**src/rtl/player_physics.sv**
```systemverilog
// rtl/player_physics.sv - gravity-flip platformer player vertical physics.
// Define PLAYER_PHYSICS_ACCEL_EN for accelerating fall/rise; default build moves 1 pixel per tick.
module player_physics #(
    parameter int N_LINES    = 3,
    parameter int LINE_PITCH = 120,
    parameter int PLAYER_H   = 60,
    parameter int SCREEN_H   = 480,
    parameter int Y_W        = 9,
    parameter int VEL_W      = 3,
    parameter int VMAX       = 4,
    parameter int START_LINE = 1
) (
    input  logic               clk,
    input  logic               reset,
    input  logic               tick,
    input  logic               flip_req,
    input  logic [N_LINES-1:0] lines,
    output logic [Y_W-1:0]     height,
    output logic               grav_dir,
    output logic               grounded,
    output logic [VEL_W-1:0]   vel,
    output logic               flip_ack,
    output logic               dead
);

    localparam logic [1:0] S_GROUNDED = 2'd0;
    localparam logic [1:0] S_AIRBORNE = 2'd1;
    localparam logic [1:0] S_DEAD     = 2'd2;

    localparam logic [Y_W:0]     L_FLOOR = (Y_W+1)'(SCREEN_H - PLAYER_H);
    localparam logic [Y_W-1:0]   L_START = Y_W'((START_LINE + 1) * LINE_PITCH - PLAYER_H);
    localparam logic [VEL_W-1:0] L_VMAX  = VEL_W'(VMAX);

    logic [1:0]       r_state;
    logic [Y_W-1:0]   r_height;
    logic             r_grav;
    logic [VEL_W-1:0] r_vel;
    logic             r_pending;
    logic             r_flip_ack;

    logic [VEL_W-1:0] w_vel_next;
    logic [Y_W:0]     w_h;
    logic [Y_W:0]     w_v;
    logic [Y_W:0]     w_hi;
    logic [Y_W:0]     w_lo;
    logic             w_up_dead;
    logic             w_flip;
    logic             w_supported;
    logic             w_hit;
    logic [Y_W:0]     w_hit_y;
    logic [Y_W:0]     w_land;

    // Surface the sprite's top-left sits on for line k, given gravity direction.
    function automatic logic [Y_W:0] land_y(input int k, input logic up);
        if (up)
            return (Y_W+1)'((k + 1) * LINE_PITCH);
        else
            return (Y_W+1)'((k + 1) * LINE_PITCH - PLAYER_H);
    endfunction

`ifdef PLAYER_PHYSICS_ACCEL_EN
    assign w_vel_next = (r_vel >= L_VMAX) ? L_VMAX : r_vel + VEL_W'(1);
`else
    assign w_vel_next = (L_VMAX == '0) ? '0 : VEL_W'(1);
`endif

    assign w_h       = {1'b0, r_height};
    assign w_v       = {{(Y_W+1-VEL_W){1'b0}}, w_vel_next};
    assign w_hi      = w_h + w_v;
    assign w_up_dead = (w_v > w_h);
    assign w_lo      = w_up_dead ? '0 : (w_h - w_v);
    assign w_flip    = r_pending | flip_req;

    // Nearest present line strictly ahead of the sprite and inside this tick's sweep.
    always_comb begin
        w_supported = 1'b0;
        w_hit       = 1'b0;
        w_hit_y     = w_h;
        w_land      = '0;
        for (int k = 0; k < N_LINES; k++) begin
            w_land = land_y(k, r_grav);
            if (lines[k]) begin
                if (w_land == w_h)
                    w_supported = 1'b1;
                if (!r_grav) begin
                    if (w_land > w_h && w_land <= w_hi && (!w_hit || w_land < w_hit_y)) begin
                        w_hit   = 1'b1;
                        w_hit_y = w_land;
                    end
                end else begin
                    if (w_land < w_h && w_land >= w_lo && (!w_hit || w_land > w_hit_y)) begin
                        w_hit   = 1'b1;
                        w_hit_y = w_land;
                    end
                end
            end
        end
    end

    always_ff @(posedge clk) begin
        if (reset) begin
            r_state    <= S_GROUNDED;
            r_height   <= L_START;
            r_grav     <= 1'b0;
            r_vel      <= '0;
            r_pending  <= 1'b0;
            r_flip_ack <= 1'b0;
        end else begin
            r_flip_ack <= 1'b0;
            if (r_state != S_DEAD) begin
                if (tick) begin
                    r_pending <= 1'b0;
                    case (r_state)
                        S_GROUNDED: begin
                            if (w_flip) begin
                                r_grav     <= ~r_grav;
                                r_vel      <= '0;
                                r_state    <= S_AIRBORNE;
                                r_flip_ack <= 1'b1;
                            end else if (!w_supported) begin
                                r_vel   <= '0;
                                r_state <= S_AIRBORNE;
                            end
                        end
                        S_AIRBORNE: begin
                            if (w_hit) begin
                                r_height <= w_hit_y[Y_W-1:0];
                                r_vel    <= '0;
                                r_state  <= S_GROUNDED;
                            end else if (!r_grav && w_hi > L_FLOOR) begin
                                r_height <= L_FLOOR[Y_W-1:0];
                                r_vel    <= '0;
                                r_state  <= S_DEAD;
                            end else if (r_grav && w_up_dead) begin
                                r_height <= '0;
                                r_vel    <= '0;
                                r_state  <= S_DEAD;
                            end else begin
                                r_height <= r_grav ? w_lo[Y_W-1:0] : w_hi[Y_W-1:0];
                                r_vel    <= w_vel_next;
                            end
                        end
                        default: ;
                    endcase
                end else if (flip_req) begin
                    r_pending <= 1'b1;
                end
            end
        end
    end

    assign height   = r_height;
    assign grav_dir = r_grav;
    assign grounded = (r_state == S_GROUNDED);
    assign dead     = (r_state == S_DEAD);
    assign vel      = r_vel;
    assign flip_ack = r_flip_ack;

endmodule

```
**config.mk**
```make
export PLATFORM = sky130hd
export DESIGN_NAME = player_physics
export DESIGN_NICKNAME = d
export VERILOG_FILES = /design/src/rtl/player_physics.sv
export SDC_FILE = /design/constraint.sdc
export NUM_CORES = 1
export LEC_CHECK = 0
export CORE_MARGIN = 1
export CORE_UTILIZATION = 45
export DETAILED_ROUTE_END_ITERATION = 8
export GPL_TIMING_DRIVEN = 0
export PLACE_DENSITY = 0.75
export SKIP_CTS_REPAIR_TIMING = 1
export SKIP_LAST_GASP = 1
export SLEW_MARGIN = 20
export SYNTH_ARGS = -nofsm -noshare
export SYNTH_HDL_FRONTEND = slang
export SYNTH_SLANG_ARGS = --single-unit
```
**constraint.sdc**
```tcl
create_clock -name clk -period 5.1 [get_ports clk]
set_clock_uncertainty 0.05 [all_clocks]
set_input_delay 1.02 -clock clk [delete_from_list [all_inputs] [get_ports clk]]
set_output_delay 1.02 -clock clk [all_outputs]
set_load 0.01 [all_outputs]
```
; Yosys cells after proc, flatten, opt, wreduce, memory -nomap -nowiden
; Cells that the tools add are included.
[word_totals]
reg_bits = 17
latchBits = 0
mem_bits_rw = 0
rom_bits = 0
out_inout_bits = 16
word_cells = 120
memories = 0
[op_classes]
addsub = 2
mul = 0
div_mod_pow = 0
n_lt_le_gt_ge = 18
n_eq_ne = 8
shift = 0
n_mux = 53
bitwise = 5
reduce_logical = 28
[ops]
columns = operator, n
row1 = $mux W9, 10
row2 = $mux W10, 7
row3 = $eq A10 B9 Y1, 3
row4 = $le A10 B10 Y1, 3
row5 = $mux W1, 24
row6 = $mux W7, 3
row7 = $ge A10 B10 Y1, 2
row8 = $gt A10 B9 Y1, 2
row9 = $lt A10 B9 Y1, 2
row10 = $logic_and A1 B1 Y1, 12
row11 = $add A9 B1 Y10 const B, 1
row12 = $ge A7 B10 Y1, 1
row13 = $gt A10 B10 Y1, 1
row14 = $gt A10 B9 Y1 const B, 1
row15 = $gt A9 B10 Y1, 1
row16 = $lt A10 B10 Y1, 1
row17 = $lt A9 B10 Y1, 1
row18 = $mux W2, 5
row19 = $sub A9 B1 Y10 const B, 1
row20 = $gt A1 B9 Y1 const A, 1
row21 = $gt A7 B9 Y1, 1
row22 = $lt A7 B9 Y1, 1
row23 = $reduce_and A4 Y1, 2
row24 = $mux W3, 2
row25 = 17 further kinds, 26

; Depth between registers and ports, before layout
; Gate-level depths: netlist (run 1).
[logic_depth]
ltp_word = 21
mapped_depth = 15
depth_no_buf = 14

; Worst setup path before layout (run 1)
; OpenSTA, ideal clock, no wires.
[synth_path]
path_kind = reg-to-reg
from = register r_height[0], in the netlist height[0]
to = register r_height[2], in the netlist height[2]
setup_ps = 114
t_arrival_ps = 3558
required_time_ps = 4936
path_slack_ps = 1377
path_stages_with_launch = 16
synth_period_minus_slack_ps = 3723
cell_sequence = dfxtp_1 > buf_2 > inv_1 > ha_1 > nor3b_4 > nand3_1 > nand2_1 > ha_1 > a21bo_1 > a2111oi_2 > o211ai_1 > a41o_1 > and2_4 > nor4b_4 > nand2_2 > a21bo_1
[synth_between]
elab_chain_cells = 20
elab_cells_between_ends = 67
[synth_rtl]
columns = item, line
row1 = from (decl), 35  ; logic [Y_W-1:0] r_height;
row2 = from (signal assigned), 127  ; r_height <= w_hit_y[Y_W-1:0];
row3 = from (signal assigned), 131  ; r_height <= L_FLOOR[Y_W-1:0];
row4 = from (signal assigned), 139  ; r_height <= r_grav ? w_lo[Y_W-1:0] : w_hi[Y_W-1:0];
row5 = $sub A9 B1 Y10 / $gt A1 B9 Y1 (equally long branches), "71, 70"
row6 = $mux W10, 71  ; assign w_lo = w_up_dead ? '0 : (w_h - w_v);
row7 = $ge A7 B10 Y1, 91  ; if (w_land < w_h && w_land >= w_lo && (!w_hit || w_land > w_hit_y)) begin
row8 = $logic_and A1 B1 Y1, 91
row9 = $mux W9 / $mux W1 (equally long branches), 91
row10 = $mux W10 / $mux W1 (equally long branches), 85  ; if (!r_grav) begin
row11 = $mux W10 / $mux W1 (equally long branches), 82  ; if (lines[k]) begin
row12 = $lt A10 B10 Y1 (tied with other cells), 86  ; if (w_land > w_h && w_land <= w_hi && (!w_hit || w_land < w_hit_y)) begin
row13 = [4 not listed], --
row14 = $mux W10 / $mux W1 (equally long branches), 82
row15 = $lt A9 B10 Y1 (tied with other cells), 86
row16 = $logic_or A1 B1 Y1 (on tied branches), "86, 91"
row17 = $logic_and A1 B1 Y1 (on tied branches), "86, 91"
row18 = $mux W9 (tied with other cells), 86
row19 = $mux W9 / $mux W1 (equally long branches), 85
row20 = $mux W9 / $mux W1 (equally long branches), 82
row21 = $mux W9 (*), 126  ; if (w_hit) begin
; Mark *: on every way between the ends. The rest lies on a longest branch, timed or not.
; A chain may end at the register's enable or synchronous reset.

; Final worst setup path (run 1)
; Same ends and word-level chain as after synthesis.

==> results of run 1 <==
==> cell families after synthesis <==
logic type	after synthesis	synth area share (%)
XOR/XNOR	9	3.75
adder cells (fa/ha/maj)	8	4.76
AO/OA/AOI/OAI	88	31.8
buffers and inverters	36	8.75
flip-flops	15	14.3
other	1	0.179
AND/OR/NAND/NOR	120	33.5
multiplexers	6	2.92
==> final timing paths <==
path                            cells after the start              startpoint  slack, ns                     end
worst max-delay path                               15  height[0]$_SDFFE_PP0P_       0.71  height[2]$_SDFFE_PP1P_
worst max register to register                     15  height[0]$_SDFFE_PP0P_       0.71  height[2]$_SDFFE_PP1P_
worst min-delay path                                2     vel[0]$_SDFFE_PP0P_       0.43     vel[0]$_SDFFE_PP0P_
worst min register to register                      2     vel[0]$_SDFFE_PP0P_       0.43     vel[0]$_SDFFE_PP0P_
==> flip-flops by register name, summed over array words and instances, names as in the netlist <==
register   count
height         9
r_state        2
flip_ack       1
grav_dir       1
r_pending      1
vel            1
==> layer usage <==
metal | up-vias | track usage [%] | share of wire (%)
li1 | 1123 | - | -
met5 | - | 0 | 0
met4 | 0 | 10.7 | 2.9
met1 | 1120 | 33.1 | 42
met3 | 22 | 3.46 | 8.6
met2 | 124 | 42.0 | 46
==> where the power goes <==
group	internal (W)	switching (W)	total, W
registers	0.000127	0.0000108	0.000138
clock network	0.0000542	0.0000431	0.0000973
logic	0.000121	0.000175	0.000296
total	0.000302	0.000229	0.000532
==> worst max-delay path, cell delays in order (launching register included) <==
cell and delay (ns):
dfxtp_1 0.38, buf_2 0.22, inv_1 0.14, ha_1 0.34
nor3b_4 0.45, nand3_1 0.32, nand2_1 0.14, ha_1 0.24
a21bo_1 0.20, a2111oi_2 0.41, o211ai_1 0.18, a41o_1 0.29
and2_4 0.17, nor4b_4 0.35, nand2_2 0.15, a21bo_1 0.22
==> placed cells by master (no fill, tap or decap), types with 3 or more instances in the layout <==
cell type        count
a211oi_1             4
a21o_1               3
a21oi_1             15
a221o_1              3
a31oi_1              5
and3_1               6
buf_2                6
buf_4                3
buf_6                4
clkbuf_1             9
clkbuf_8             3
clkdlybuf4s50_1     20
dfxtp_1             15
ha_1                 8
inv_1               11
mux2i_1              5
nand2_1             20
nand2b_1             4
nand3_1             12
nand4_1              3
nor2_1              27
nor3_1               9
nor3b_1              3
nor4_1               5
o211ai_1             7
o21ai_0             14
or3_1                5
xnor2_1              7
==> final cells by class <==
type                            count  area [µm²]  share of cell area [%]
Timing Repair Buffer               20         200                    8.29
Multi-Input combinational cell    233        1620                    67.1
Sequential cell                    15         300                    12.4
Tap cell                           52        65.1                    2.69
Clock inverter                      1        5.00                   0.207
Clock buffer                        3        41.3                    1.71
Inverter                           12        45.0                    1.86
Buffer                             24         139                    5.75
==> stage by stage <==
step                area [µm²]  hold slack (ns)
detailed placement        2370            0.417
global route              2420            0.479
global placement          2370            0.414
finish                    2420            0.429
floorplan                 2100            0.428
CTS                       2420            0.434
==> results.cfg, run 1 <==
[logic_synthesis]
synth_flop_cell = dfxtp_1
synth_common_cells = nor2_1 (27), nand2_1 (20), a21oi_1 (15), dfxtp_1 (15), o21ai_0 (14)
ys_seq_area_share_pct = 14.3
syn_avg_cell_area_um2 = 7.42
netlist_area_um2 = 2100
synth_top_area_share_pct = 14.3
synth_edf_count = 0
yosysMostFrequentCell = nor2_1
synth_area_leaders = dfxtp_1 (14%), nor2_1 (4.8%), ha_1 (4.8%)
syn_inst = 283
yosysWarningCount = 0
yosysTopAreaCell = dfxtp_1
ys_types = 78
synthArstFlopShare_pct = 0
ys_ff_latch = 15

[route]
wl_mm = 6.28
routedWlPerCell_um = 17.5
vias_per_cell = 6.64
drtIter0Drc = 324
drcViolationCount = 0
postRouteAntennaNets = 0
num_vias = 2389
dr.pass1.iters = 5

[sta]
min_period_ns = 4.39
fmax_ghz = 0.228
finalWorstSetupSlack_ns = 0.706
grt_setup_unrepaired = false
tightest_slew_ns = 0.784
setup_tns_ns = 0
max-slew-margin-rel_pct = 46.4
finalCritPeriodShare_pct = 86.1
final_hold_viol_count = 0
maxSlewViolCount = 0
setup_violations = 0

[clocking]
clock_sinks = 15
cts-root-buf = clkbuf_8
worstSkewPairLatency_ns = 0.25
clkSlewWorstSetupHoldPaths_ns = 0.06
cts-buffers-inserted = 3
cts_tree = yes
cts_buffer_depth = 2
htree_levels = 1

[die]
dieArea_um2 = 4950
fp.dieW_um = 70.3
top_level_ports = 23
fp.dieH_um = 70.3
start_util_pct = 47.6
fp.coreArea_um2 = 4410
rows = 24

[placement]
place_hpwl_mm = 4.97
dp.cells = 356
place_ws_ns = 0.794
gp_congestion = 0.937
io_buffers = 20

[critical_path]
critPathCaptureType = register
crit_fanout = 10
critPathKind = register to register
arrival_ns = 4.49
crit_path_start_kind = register
required_ns = 5.19

[cells_and_area]
n_fill_cell = 434
n_antenna_cell = 0
nNetsFinal = 324
syn2layout_area_growth_pct = 15.0
drive_above_1_share_pct = 12.3
utilization_pct = 54.7
final_cells = 360

[grt]
antenna_found_initial = 0
grt_overflow = 0
grt_pass1_vias = 2171
grt_max_degree = 11
grt_usage_pct = 25.5
grt_pass1_wl_mm = 10.1

[power]
finalPower_w = 0.000532
p_per_area_nw_per_um2 = 220
power_leakage_nw = 0.947
ir_drop_v = 0.000177

[hold_path]
hp-class = register to register

[run]
cap_violations = 0

[outcome]
status = finished, final reports clean
No activity file was read; power rests on OpenSTA's default activity.
==> run 2, diff against run 1 <==
- CORE_UTILIZATION: 45 -> 58
- CTS_BUF_LIST: not set -> sky130_fd_sc_hd__clkbuf_16
- MAX_ROUTING_LAYER: not set -> met4
- PLACE_DENSITY: 0.75 -> 0.91
==> run 2 against run 1 <==
Non-clock buffer count is the same. Cell count decreased by 1.7%. Sequential power about the same. Via count is 0.67% higher. Sequential share of layout area down 0.13 points. Die area is 22% lower. Combinational power barely moved. Maximum frequency decreased by 1.9%. Highest routed layer unchanged. Final area up 1.1%. Critical path depth unchanged. Total power rose by 11%.
==> results.cfg, run 2 (synthesis results as in run 1) <==
[route]
wl_mm = 6.35
routedWlPerCell_um = 17.9
drcViolationCount = 0
drtIter0Drc = 344
postRouteAntennaNets = 0
vias_per_cell = 6.79
num_vias = 2405
dr.pass1.iters = 5

[critical_path]
path_cells = buf_2 -> inv_1 -> ha_1 -> nor3b_4 -> nand3_1 -> nand2_1 -> ha_1 -> a21bo_1 -> a2111oi_2 -> nand2_1 -> o311ai_4 -> o211ai_2 -> nor4b_4 -> nand2_2 -> a21bo_1
endpoint = height[2]$_SDFFE_PP1P_
critPathKind = register to register
arrival_ns = 4.56
reg2reg_from = height[0]$_SDFFE_PP0P_
critPathMaxStageDelay_ns = 0.45
cp_top_family = simple AND/OR/NAND/NOR gates
crit_buf_inv = 2
critPathCaptureType = register
crit_path_start_kind = register
required_ns = 5.18
cp_num_cells = 15
ff2ff_path_depth = 15
crit_fanout = 10
cp_slowest_cell = nor3b_4
reg2reg_to = height[2]$_SDFFE_PP1P_
rrSetupSlack_ns = 0.62
crit_start = height[0]$_SDFFE_PP0P_

[grt]
grt_usage_pct = 34.1
grt_pass1_vias = 2115
antenna_found_initial = 0
grt_max_degree = 11
grt_pass1_wl_mm = 10.3
grt_overflow = 0

[cells_and_area]
n_fill_cell = 273
drive_above_1_share_pct = 12.3
largest_reg_flops = 9
syn2layout_area_growth_pct = 16.3
n_antenna_cell = 0
layout_commonest_cell = nor2_1
nNetsFinal = 324
final_cell_mix = nor2_1 (27), nand2_1 (20), clkdlybuf4s50_1 (20), a21oi_1 (15), dfxtp_1 (15)

[clocking]
cts_tree = yes
htree_levels = 1
clock_sinks = 15
cts-buffers-inserted = 3
worstSkewPairLatency_ns = 0.24
clkSlewWorstSetupHoldPaths_ns = 0.05
cts_buffer_depth = 2
cts-root-buf = clkbuf_16

[die]
fp.dieH_um = 62.2
fp.coreArea_um2 = 3420
top_level_ports = 23
fp.dieW_um = 62.2
start_util_pct = 61.5
dieArea_um2 = 3870
rows = 21

[sta]
min_period_ns = 4.48
maxSlewViolCount = 0
fmax_ghz = 0.223
tightest_slew_ns = 0.828
grt_setup_unrepaired = false
setup_violations = 0
finalCritPeriodShare_pct = 87.8
setup_tns_ns = 0
final_hold_viol_count = 0
max-slew-margin-rel_pct = 43.4

[hold_path]
hp-class = register to register

[placement]
io_buffers = 20
gp_congestion = 1.01
place_hpwl_mm = 4.88

[power]
internal-power_w = 0.000353
power_leakage_nw = 0.963
clkPwrFrac_pct = 25.7
power_frac_comb_pct = 50.9
finalPower_w = 0.000588
swShare_pct = 39.9
power_switching_w = 0.000235
p_per_area_nw_per_um2 = 241
ir_drop_v = 0.000235
seq_power_share_pct = 23.4

[run]
cap_violations = 0

[outcome]
status = finished, final reports clean
## run 2: cell counts in the layout (fill, tap and decap cells not counted)
Identical to the previous run, type by type.
## run 2: worst min path at each step
stage	from	end	slack, ns	depth (start not counted)
4_1_cts	vel[0]$_SDFFE_PP0P_	vel[0]$_SDFFE_PP0P_	0.43	2
2_1_floorplan	r_state[1]$_SDFFE_PP0P_	r_state[1]$_SDFFE_PP0P_	0.43	2
3_3_place_gp	vel[0]$_SDFFE_PP0P_	vel[0]$_SDFFE_PP0P_	0.41	2
3_5_place_dp	vel[0]$_SDFFE_PP0P_	vel[0]$_SDFFE_PP0P_	0.42	2
6_report	vel[0]$_SDFFE_PP0P_	vel[0]$_SDFFE_PP0P_	0.44	2
5_1_grt	vel[0]$_SDFFE_PP0P_	vel[0]$_SDFFE_PP0P_	0.47	2
## run 2: power groups by stage
| stage | sequential, W | clock (W) | combinational [W] |
|---|---|---|---|
| 2_1_floorplan | 0.000141 | 0 | 0.000211 |
| 5_1_grt | 0.000140 | 0.000158 | 0.000322 |
| 3_3_place_gp | 0.000140 | 0 | 0.000283 |
| 3_5_place_dp | 0.000140 | 0 | 0.000289 |
| 4_1_cts | 0.000138 | 0.000152 | 0.000291 |
| 6_report | 0.000138 | 0.000151 | 0.000299 |
## run 2: worst reg2reg max path: stages, from the launching register on
cell and delay [ns]:
dfxtp_1 0.38, buf_2 0.22, inv_1 0.15, ha_1 0.35, nor3b_4 0.45, nand3_1 0.33
nand2_1 0.14, ha_1 0.25, a21bo_1 0.21, a2111oi_2 0.43, nand2_1 0.16, o311ai_4 0.31
o211ai_2 0.19, nor4b_4 0.35, nand2_2 0.16, a21bo_1 0.23
## run 2: area by class of cell
cell class / instances / area [µm²] / share of cell area [%]
Clock inverter: 1 / 5.00 / 0.205
Inverter: 12 / 45.0 / 1.84
Buffer: 24 / 139 / 5.69
Timing Repair Buffer: 20 / 200 / 8.20
Tap cell: 46 / 57.6 / 2.36
Multi-Input combinational cell: 233 / 1620 / 66.3
Clock buffer: 3 / 75.1 / 3.07
Sequential cell: 15 / 300 / 12.3
## run 2: metal layers
layer | track usage (%) | share of wire [%] | vias to the layer above
met5 | - | 0 | -
met4 | 12.5 | 2.4 | 0
met3 | 3.13 | 10 | 23
met1 | 44.8 | 41 | 1103
li1 | - | - | 1116
met2 | 54.1 | 46 | 163
## run 2: metrics by stage
stage / util, % / worst slack [ns] / std cells / area, µm² / hold slack [ns]
finish: 71.5 / 0.621 / 354 / 2440 / 0.437
global route: 71.5 / 0.341 / 354 / 2440 / 0.470
CTS: 71.5 / 0.733 / 354 / 2440 / 0.428
detailed placement: 69.2 / 0.757 / 350 / 2360 / 0.416
global placement: 69.2 / 0.839 / 350 / 2360 / 0.410
floorplan: - / 1.38 / 284 / 2100 / 0.428
